[src/rtl/pc_pkg.sv]
// Shared definitions for the PC sequencer: FSM state encoding, event codes, opcode constants.
// Latency: n/a (package only).
// Backpressure: n/a (package only).
package pc_pkg;

   // Sequencer states. TRAP only exists when misaligned-redirect trapping is built in.
   typedef enum logic [2:0] {
      ST_RUN   = 3'd0,
      ST_STALL = 3'd1,
      ST_FLUSH = 3'd2,
      ST_HALT  = 3'd3
`ifdef PC_SEQ_MISALIGN_TRAP_EN
      ,
      ST_TRAP  = 3'd4
`endif
   } pc_state_e;

   // Resolved event codes from pc_event_prio, highest priority first.
   localparam logic [1:0] EV_NONE     = 2'd0;
   localparam logic [1:0] EV_REDIRECT = 2'd1;
   localparam logic [1:0] EV_HALT     = 2'd2;
   localparam logic [1:0] EV_STALL    = 2'd3;

   localparam logic [6:0]  HALT_OPCODE = 7'b1111111;
   localparam int unsigned PC_INCR     = 4;

   // A real (non-bubble) instruction carrying the halt opcode.
   function automatic logic is_halt_op(input logic [6:0] op, input logic op_valid);
      return op_valid && (op == HALT_OPCODE);
   endfunction

endpackage

[src/rtl/pc_event_prio.sv]
// Purpose: combinational priority resolve of redirect / halt / stall into one event code.
// Ports: redirect, stall, opcode, opcode_valid, in_run (state is RUN) -> evt (EV_* code).
// Latency: 0 cycles (pure combinational). Backpressure: none; stall is just one of the events.
module pc_event_prio
   import pc_pkg::*;
(
   input  logic       redirect,
   input  logic       stall,
   input  logic [6:0] opcode,
   input  logic       opcode_valid,
   input  logic       in_run,
   output logic [1:0] evt
);

   logic halt_det;

   // A halt is only honoured from RUN and never while stalled: a stalled
   // opcode will be re-presented by decode once the stall drops.
   assign halt_det = is_halt_op(opcode, opcode_valid) && in_run && !stall;

   always_comb begin
      evt = EV_NONE;
      if (redirect) begin
         evt = EV_REDIRECT;
      end else if (halt_det) begin
         evt = EV_HALT;
      end else if (stall) begin
         evt = EV_STALL;
      end
   end

endmodule

[src/rtl/pc_sequencer.sv]
// Purpose: fetch program-counter sequencer with RUN/STALL/FLUSH/HALT states (TRAP optional).
// Ports: clk, pc_rst_n (sync, active-low), stall, redirect, redirect_target, opcode,
//        opcode_valid -> pc, pc_valid, flush_if_id, halted (all registered).
// Latency: 1 cycle from any event to registered outputs; redirect target fetched valid 2 cycles later.
// Backpressure: stall holds the PC and drops pc_valid; HALT is left only by reset.
// Optional feature macro: PC_SEQ_MISALIGN_TRAP_EN (misaligned redirect enters TRAP at TRAP_VECTOR).
module pc_sequencer
   import pc_pkg::*;
#(
   parameter int                  PC_WIDTH     = 32,
   parameter logic [PC_WIDTH-1:0] RESET_VECTOR = 32'h0000_0000,
   parameter logic [PC_WIDTH-1:0] TRAP_VECTOR  = 32'h0000_0100
)
(
   input  logic                clk,
   input  logic                pc_rst_n,
   input  logic                stall,
   input  logic                redirect,
   input  logic [PC_WIDTH-1:0] redirect_target,
   input  logic [6:0]          opcode,
   input  logic                opcode_valid,
   output logic [PC_WIDTH-1:0] pc,
   output logic                pc_valid,
   output logic                flush_if_id,
   output logic                halted
);

   pc_state_e           state;
   pc_state_e           state_nxt;
   logic [PC_WIDTH-1:0] pc_nxt;
   logic                valid_nxt;
   logic                flush_nxt;
   logic                halted_nxt;
   logic [1:0]          evt;
   logic [PC_WIDTH-1:0] tgt_aligned;
   logic                in_flush;

   // Fetch addresses are always word aligned; the low target bits never reach pc.
   assign tgt_aligned = {redirect_target[PC_WIDTH-1:2], 2'b00};

`ifdef PC_SEQ_MISALIGN_TRAP_EN
   logic misalign;
   assign misalign = |redirect_target[1:0];
   assign in_flush = (state == ST_FLUSH) || (state == ST_TRAP);
`else
   // Low target bits and the trap vector only matter when trapping is built in.
   logic unused_ok;
   assign unused_ok = ^{redirect_target[1:0], TRAP_VECTOR};
   assign in_flush  = (state == ST_FLUSH);
`endif

   pc_event_prio u_prio (
      .redirect     (redirect),
      .stall        (stall),
      .opcode       (opcode),
      .opcode_valid (opcode_valid),
      .in_run       (state == ST_RUN),
      .evt          (evt)
   );

   always_comb begin
      state_nxt  = state;
      pc_nxt     = pc;
      valid_nxt  = pc_valid;
      flush_nxt  = 1'b0;       // one-cycle squash; only set on FLUSH/TRAP entry
      halted_nxt = halted;

      if (state == ST_HALT) begin
         // Terminal until reset: redirect and stall have no effect.
         valid_nxt  = 1'b0;
         halted_nxt = 1'b1;
      end else if (evt == EV_REDIRECT) begin
         flush_nxt = 1'b1;
         valid_nxt = 1'b0;
`ifdef PC_SEQ_MISALIGN_TRAP_EN
         if (misalign) begin
            state_nxt = ST_TRAP;
            pc_nxt    = TRAP_VECTOR;
         end else begin
            state_nxt = ST_FLUSH;
            pc_nxt    = tgt_aligned;
         end
`else
         state_nxt = ST_FLUSH;
         pc_nxt    = tgt_aligned;
`endif
      end else if (in_flush) begin
         // Squash cycle done: fetch the new target; increments resume next cycle.
         state_nxt = ST_RUN;
         valid_nxt = 1'b1;
      end else if (evt == EV_HALT) begin
         state_nxt  = ST_HALT;
         valid_nxt  = 1'b0;
         halted_nxt = 1'b1;
      end else if (evt == EV_STALL) begin
         state_nxt = ST_STALL;
         valid_nxt = 1'b0;
      end else if (state == ST_STALL) begin
         // Re-fetch the held PC once the hazard clears.
         state_nxt = ST_RUN;
         valid_nxt = 1'b1;
      end else begin
         state_nxt = ST_RUN;
         pc_nxt    = pc + PC_WIDTH'(PC_INCR);
         valid_nxt = 1'b1;
      end
   end

   always_ff @(posedge clk) begin
      if (!pc_rst_n) begin
         state       <= ST_RUN;
         pc          <= RESET_VECTOR;
         pc_valid    <= 1'b1;
         flush_if_id <= 1'b0;
         halted      <= 1'b0;
      end else begin
         state       <= state_nxt;
         pc          <= pc_nxt;
         pc_valid    <= valid_nxt;
         flush_if_id <= flush_nxt;
         halted      <= halted_nxt;
      end
   end

endmodule

[config.mk]
export PLATFORM = sky130hd
export DESIGN_NAME = pc_sequencer
export DESIGN_NICKNAME = d
export VERILOG_FILES = /design/src/rtl/pc_pkg.sv /design/src/rtl/pc_event_prio.sv /design/src/rtl/pc_sequencer.sv
export SDC_FILE = /design/constraint.sdc
export NUM_CORES = 1
export LEC_CHECK = 0
export BUFFER_PORTS_ARGS = -buffer_cell sky130_fd_sc_hd__buf_2
export CAP_MARGIN = 5
export CORE_MARGIN = 2
export CORE_UTILIZATION = 53
export DETAILED_ROUTE_END_ITERATION = 12
export PLACE_DENSITY_LB_ADDON = 0.12
export SKIP_CTS_REPAIR_TIMING = 1
export SYNTH_ARGS = -nofsm -noshare
export SYNTH_HDL_FRONTEND = slang
export SYNTH_SLANG_ARGS = --single-unit
[constraint.sdc]
create_clock -name clk -period 6 [get_ports clk]
set_clock_uncertainty 0.2 [all_clocks]
set_input_delay 0 -clock clk [delete_from_list [all_inputs] [get_ports clk]]
set_output_delay 0 -clock clk [all_outputs]
set_load 0.01 [all_outputs]
Yosys cells after proc, flatten, opt, wreduce, memory -nomap -nowiden
Index checks and enable logic that the tools add are counted.

storage, ports and cells
  word-level logic and storage cells = 52
  bits in registers = 38
  input port bits = 44
  output and inout port bits = 35

cells by class
  multiplexer cells = 22
  add/sub/neg operators = 1
  bitwise gates (word level) = 2
  reductions and logical operators = 9
  equality and inequality tests = 13

operators with widths
  cell                   count
  $mux 32                5
  $add 32x3->32 const B  1
  $mux 2                 6
  $mux 1                 11
  $ne 2x2->1 const B     4
  $eq 7x7->1 const B     1
  $eq 3x2->1 const B     2
  $reduce_and 5->1       1
  $eq 2x2->1 const B     2
  $ne 2x1->1 const B     2
  $eq 3x1->1 const B     1
  $logic_and 1x1->1      3
  $logic_not 3->1        1
  $reduce_and 3->1       1
  $eq 2x1->1 const B     1
  $not 1->1              2
  $reduce_bool 2->1      1
  $reduce_or 2->1        1
  $logic_not 1->1        1

Logic depth before layout (Yosys ltp)
  depth in word-level cells = 12
  gate-level depth with buffers = 8
  gate-level depth less buffers = 6

By module
From an unflattened synthesis, not the netlist that was laid out.

second synthesis, totals
  cells, all modules = 328
  area, all modules = 2483.6 sq um

by module, submodules not included
  module         instances  cells each  area each (sq um)  seq. area each (sq um)
  pc_sequencer   1          322         2446.1             700.7
  pc_event_prio  1          6           37.5               0.0

Worst setup path before layout
Ideal clock, no wire load.

  path kind = register to register
  start = reg pc[11]
  end = reg pc[31]
  cell stages (with the launch flop) = 7
  slack = 3.770 ns
  library setup time = 0.120 ns
  data required time = 5.680 ns
  data arrival time = 1.911 ns
  buffers on the path = 1
  clock period less this slack = 2.230 ns
  cell sequence = dfxtp_1 -> nand4_2 -> or4_4 -> buf_6 -> nor4_4 -> a31oi_1 -> a211o_1

between the ends
  longest elaborated chain between the ends = 6

RTL lines
  what                    RTL line             text
  from (decl)             pc_sequencer.sv:22   output logic [PC_WIDTH-1:0] pc,
  from (signal assigned)  pc_sequencer.sv:118  pc <= pc_nxt;
  $add 32x3->32           pc_sequencer.sv:104  pc_nxt = pc + PC_WIDTH'(PC_INCR);
  $mux 32                 pc_sequencer.sv:98   end else if (state == ST_STALL) begin
  $mux 32                 pc_sequencer.sv:95   end else if (evt == EV_STALL) begin
  $mux 32                 pc_sequencer.sv:91   end else if (evt == EV_HALT) begin
  $mux 32                 pc_sequencer.sv:87   end else if (in_flush) begin
  $mux 32                 pc_sequencer.sv:72   end else if (evt == EV_REDIRECT) begin

No other way between the ends. The select of a mux whose other input is x is not followed.
A chain may end at the register's enable or synchronous reset.

Worst setup path after layout
  start = reg state[0]
  end = reg pc[19]

between the ends
  longest elaborated chain between the ends = 8
  elaborated cells between the ends (all ways) = 18
  classes of those cells = 10 x eq/ne; 3 x mux; 1 x bitwise; 4 x reduce/logical

RTL lines
  what                                                       RTL line             text
  from (decl)                                                pc_sequencer.sv:28   pc_state_e state;
  from (signal assigned)                                     pc_sequencer.sv:117  state <= state_nxt;
  $logic_not 3->1                                            pc_sequencer.sv:57   .in_run (state == ST_RUN),
  $logic_and 1x1->1 (2 in series)                            pc_event_prio.sv:19  assign halt_det = is_halt_op(opcode, opcode_valid) && in_run && !stall;
  $mux 2                                                     pc_event_prio.sv:25  end else if (halt_det) begin
  $mux 2                                                     pc_event_prio.sv:23  if (redirect) begin
  $eq 2x1->1, or another cell as far along                   pc_sequencer.sv:72
  $ne 2x2->1 (no line) / $ne 2x1->1 (equally long branches)  -
  $reduce_and 5->1 (no line)                                 -

Parallel ways exist; a longest one is shown, timed or not.

==> impl_results.html <==
<table>
<tr><th>Metric</th><th>Value</th></tr>
<tr><th colspan="2">Run status</th></tr>
<tr><td>Status</td><td>completed</td></tr>
<tr><th colspan="2">Yosys</th></tr>
<tr><td>Number of enable flip-flop cells after synthesis</td><td>0</td></tr>
<tr><td>Synthesized area</td><td>2180 sq um</td></tr>
<tr><td>Largest area contributor in the synthesized netlist</td><td>dfxtp_1</td></tr>
<tr><td>Register bit count reported by yosys</td><td>35</td></tr>
<tr><td>Most frequent cell after synthesis</td><td>dfxtp_1</td></tr>
<tr><td>Total number of yosys warnings</td><td>0</td></tr>
<tr><td>Cells taking the most area after synthesis</td><td>dfxtp_1 32%, o21ai_0 5.5%, nand2_1 5.3%</td></tr>
<tr><td>Post-synthesis async set-or-reset flop share</td><td>0</td></tr>
<tr><td>Number of library cell types mapped by synthesis</td><td>54</td></tr>
<tr><td>Share of Yosys cell area claimed by the top area cell type</td><td>0.322</td></tr>
<tr><td>Average cell area after synthesis</td><td>7.36 sq um</td></tr>
<tr><td>Register area share after synthesis</td><td>0.322</td></tr>
<tr><td>Commonest cells post-synth</td><td>35 x dfxtp_1, 31 x nand2_1, 30 x nor2_1</td></tr>
<tr><td>Prevailing post-synth register cell</td><td>dfxtp_1</td></tr>
<tr><td>Post-Synthesis Cells</td><td>approximately 300</td></tr>
<tr><th colspan="2">Power</th></tr>
<tr><td>Switching power</td><td>0.168 mW</td></tr>
<tr><td>Peak VDD IR</td><td>189 uV</td></tr>
<tr><td>Power per cell area</td><td>190 nW/um^2</td></tr>
<tr><td>Sequential cell fraction of total power</td><td>0.496</td></tr>
<tr><td>Clk pwr share</td><td>0.286</td></tr>
<tr><td>Switching Fraction</td><td>0.304</td></tr>
<tr><td>Combinational cell fraction of total power</td><td>0.218</td></tr>
<tr><td>Int Power</td><td>0.384 mW</td></tr>
<tr><td>Static power due to leakage</td><td>1.16 nW</td></tr>
<tr><th colspan="2">Timing</th></tr>
<tr><td>Total negative setup slack</td><td>0 ns</td></tr>
<tr><td>Fin. Hold Viols</td><td>0</td></tr>
<tr><td>Time the worst path needs with I/O delays and setup</td><td>~2.9 ns</td></tr>
<tr><td>Worst slew slack as a fraction of its limit</td><td>0.245</td></tr>
<tr><td>Final setup violating endpoints</td><td>0</td></tr>
<tr><td>Worst Max-Slew Pin Slew</td><td>1.12 ns</td></tr>
<tr><td>Post-route clock period utilization</td><td>0.479</td></tr>
<tr><td>Maximum clock frequency</td><td>about 350 MHz</td></tr>
<tr><td>Worst slack on hold paths</td><td>between 0.015 and 0.02 ns</td></tr>
<tr><td>Setup repair after global routing missed its margin</td><td>no</td></tr>
<tr><td>Setup slack of the critical path after layout</td><td>roughly 3.1 ns</td></tr>
<tr><td>Final Max Slew Viols</td><td>0</td></tr>
<tr><th colspan="2">Drt</th></tr>
<tr><td>Vias per inst</td><td>6.21</td></tr>
<tr><td>DR vias</td><td>2706</td></tr>
<tr><td>Number of optimization iterations in the first detailed-route pass</td><td>5</td></tr>
<tr><td>WL per Instance</td><td>15.9 microns</td></tr>
<tr><td>Residual DRC count</td><td>0</td></tr>
<tr><td>Antenna Nets Post-Route</td><td>0</td></tr>
<tr><td>Final Routed Wirelength</td><td>6940 microns</td></tr>
<tr><td>Count of routing violations after the opening detailed-route iteration</td><td>between 300 and 400</td></tr>
<tr><th colspan="2">Setup path</th></tr>
<tr><td>Setup slack, reg-to-reg</td><td>3.13 ns</td></tr>
<tr><td>RR Endpoint</td><td>pc[19]$_SDFFE_PN0P_</td></tr>
<tr><td>Worst setup path start</td><td>state[0]$_SDFFE_PN0N_</td></tr>
<tr><td>Worst reg2reg path startpoint</td><td>state[0]$_SDFFE_PN0N_</td></tr>
<tr><td>Critical path buffers and inverters</td><td>0</td></tr>
<tr><td>Largest fanout on the critical path</td><td>32</td></tr>
<tr><td>Critical setup path kind</td><td>flip-flop to flip-flop</td></tr>
<tr><td>Ordered cell list for the critical path</td><td>or3_1 &gt; o21bai_1 &gt; nand2_1 &gt; nand2_1 &gt; o221ai_1</td></tr>
<tr><td>Slowest-stage cell, CP</td><td>nand2_1</td></tr>
<tr><td>Top cell by count, worst path</td><td>nand2_1</td></tr>
<tr><td>Worst Path Arrival</td><td>2.85 ns</td></tr>
<tr><td>Crit-path max cell delay</td><td>around 0.89 ns</td></tr>
<tr><td>Critical path endpoint</td><td>pc[19]$_SDFFE_PN0P_</td></tr>
<tr><td>Data required, critical path</td><td>5.98 ns</td></tr>
<tr><td>Critical path capture point type</td><td>flip-flop</td></tr>
<tr><td>Register-to-Register Path Depth</td><td>5</td></tr>
<tr><td>Kind of start point of the critical path</td><td>flip-flop</td></tr>
<tr><td>Total number of cells along the worst setup path</td><td>5</td></tr>
<tr><td>CP top delay family</td><td>simple AND/OR/NAND/NOR gates</td></tr>
<tr><th colspan="2">Placed design</th></tr>
<tr><td>Post-DP HPWL</td><td>4220 microns</td></tr>
<tr><td>Port Buf Inserts</td><td>74</td></tr>
<tr><td>Placer congestion estimate</td><td>0.852</td></tr>
<tr><td>Post-place setup slack</td><td>between 3 and 4 ns</td></tr>
<tr><th colspan="2">Floorplan</th></tr>
<tr><td>Standard-cell row count</td><td>23</td></tr>
<tr><td>DIE WIDTH</td><td>68.1 microns</td></tr>
<tr><td>Initial core utilization</td><td>0.549</td></tr>
<tr><td>Floorplan core area</td><td>3970 sq um</td></tr>
<tr><td>Number of top-level pins</td><td>79</td></tr>
<tr><td>Overall die height</td><td>68.1 microns</td></tr>
<tr><td>Total die area</td><td>4640 sq um</td></tr>
<tr><th colspan="2">Clock tree</th></tr>
<tr><td>Later-pin clock latency in the skew report</td><td>0.28 ns</td></tr>
<tr><td>Number of sinks on the clock net</td><td>35</td></tr>
<tr><td>Clock tree from TritonCTS</td><td>done</td></tr>
<tr><td>Clock Root Buffer</td><td>clkbuf_8</td></tr>
<tr><td>Clock buffers created by TritonCTS</td><td>5</td></tr>
<tr><td>Clk pin slew, worst setup/hold paths</td><td>0.06 ns</td></tr>
<tr><td>CTS H-tree lvls</td><td>2</td></tr>
<tr><td>Number of buffers on the longest clock path</td><td>2</td></tr>
<tr><th colspan="2">Global routing</th></tr>
<tr><td>Wire length of the first global-routing pass</td><td>about 10000 microns</td></tr>
<tr><td>Via count of the first global-routing pass</td><td>2231</td></tr>
<tr><td>Number of antenna violations at the first check in global routing</td><td>0</td></tr>
<tr><td>Congestion Overflow GR</td><td>0</td></tr>
<tr><td>Largest net degree at the start of global routing</td><td>67</td></tr>
<tr><td>GR Util All Layers</td><td>0.283</td></tr>
<tr><th colspan="2">Finish</th></tr>
<tr><td>Fraction of final layout cells sized beyond drive strength 1</td><td>0.231</td></tr>
<tr><td>Layout Nets</td><td>432</td></tr>
<tr><td>Number of antenna cells inserted</td><td>0</td></tr>
<tr><td>Layout-stage area growth over the synthesis result</td><td>33.3%</td></tr>
<tr><th colspan="2">Min path</th></tr>
<tr><td>Worst min-delay path category</td><td>primary input to flip-flop</td></tr>
<tr><td>Worst Hold Path Cells</td><td>5</td></tr>
<tr><th colspan="2">Job</th></tr>
<tr><td>Max Cap Viol</td><td>0</td></tr>
</table>
## logic make-up after synthesis
group           share of synthesized area
compound gates                      0.281
fa+ha+maj                         0.00574
buf+inv                            0.0540
flops                               0.322
mux                               0.00919
other cells                       0.00172
simple gates                        0.326
## state kept, by name (all words and copies together), names as in the netlist
name         flops
pc              30
state            2
flush_if_id      1
halted           1
pc_valid         1
## power groups by stage
stage	combinational, mW	sequential, mW	clock (mW)
floorplan	0.0590	0.279	0
global placement	0.101	0.277	0
detailed placement	0.102	0.278	0
CTS	0.103	0.272	0.161
global route	0.134	0.276	0.169
finish	0.120	0.273	0.158
## per-stage QoR
stage	total power, mW	cells	cell area (sq um)	util
floorplan	0.338	297	2180	-
global placement	0.377	399	2520	0.635
detailed placement	0.380	399	2520	0.635
CTS	0.536	405	2590	0.653
global route	0.579	436	2900	0.731
finish	0.552	436	2900	0.731
## worst min-delay path, delay by kind of cell
family        cells  cell delay (ns)
buf+inv           1             0.09
simple gates      4             0.36
## final cells by class
| class | count | area, sq um |
|---|---|---|
| Clock buffer | 6 | 72.6 |
| Inverter | 4 | 15.0 |
| Tap cell | 50 | 62.6 |
| Sequential cell | 35 | 701 |
| Multi-Input combinational cell | 235 | 1360 |
| Timing Repair Buffer | 106 | 688 |
| Fill cell | 321 | 1070 |
## routing by layer
metal  up-vias  track usage  wire, microns
met5         -            0              0
met4         0       0.0800            112
met1      1245        0.369           2910
met3        13       0.0543            544
li1       1305            -              -
met2       143        0.475           3370
## how the worst min path moves through the flow
| stage | start | end | slack (ns) |
|---|---|---|---|
| global placement | redirect_target[2] | pc[2]$_SDFFE_PN0P_ | 0.09 |
| detailed placement | redirect_target[2] | pc[2]$_SDFFE_PN0P_ | 0.09 |
| global route | redirect_target[7] | pc[7]$_SDFFE_PN0P_ | 0.04 |
| CTS | redirect_target[2] | pc[2]$_SDFFE_PN0P_ | -0.21 |
| floorplan | redirect_target[2] | pc[2]$_SDFFE_PN0P_ | -0.03 |
| finish | opcode[0] | state[1]$_SDFFE_PN0N_ | 0.02 |
## cells in the final DEF, fill, tap and decap left out, drive strengths merged, types with 9 or more instances in the layout
cell type,n
nor3,18
dlygate4sd3,31
nand4,14
nor2,30
nand3,13
a21oi,20
nor4,9
buf,75
nand2,31
dfxtp,35
o21ai,24
Power figures use the tool's default switching activity.
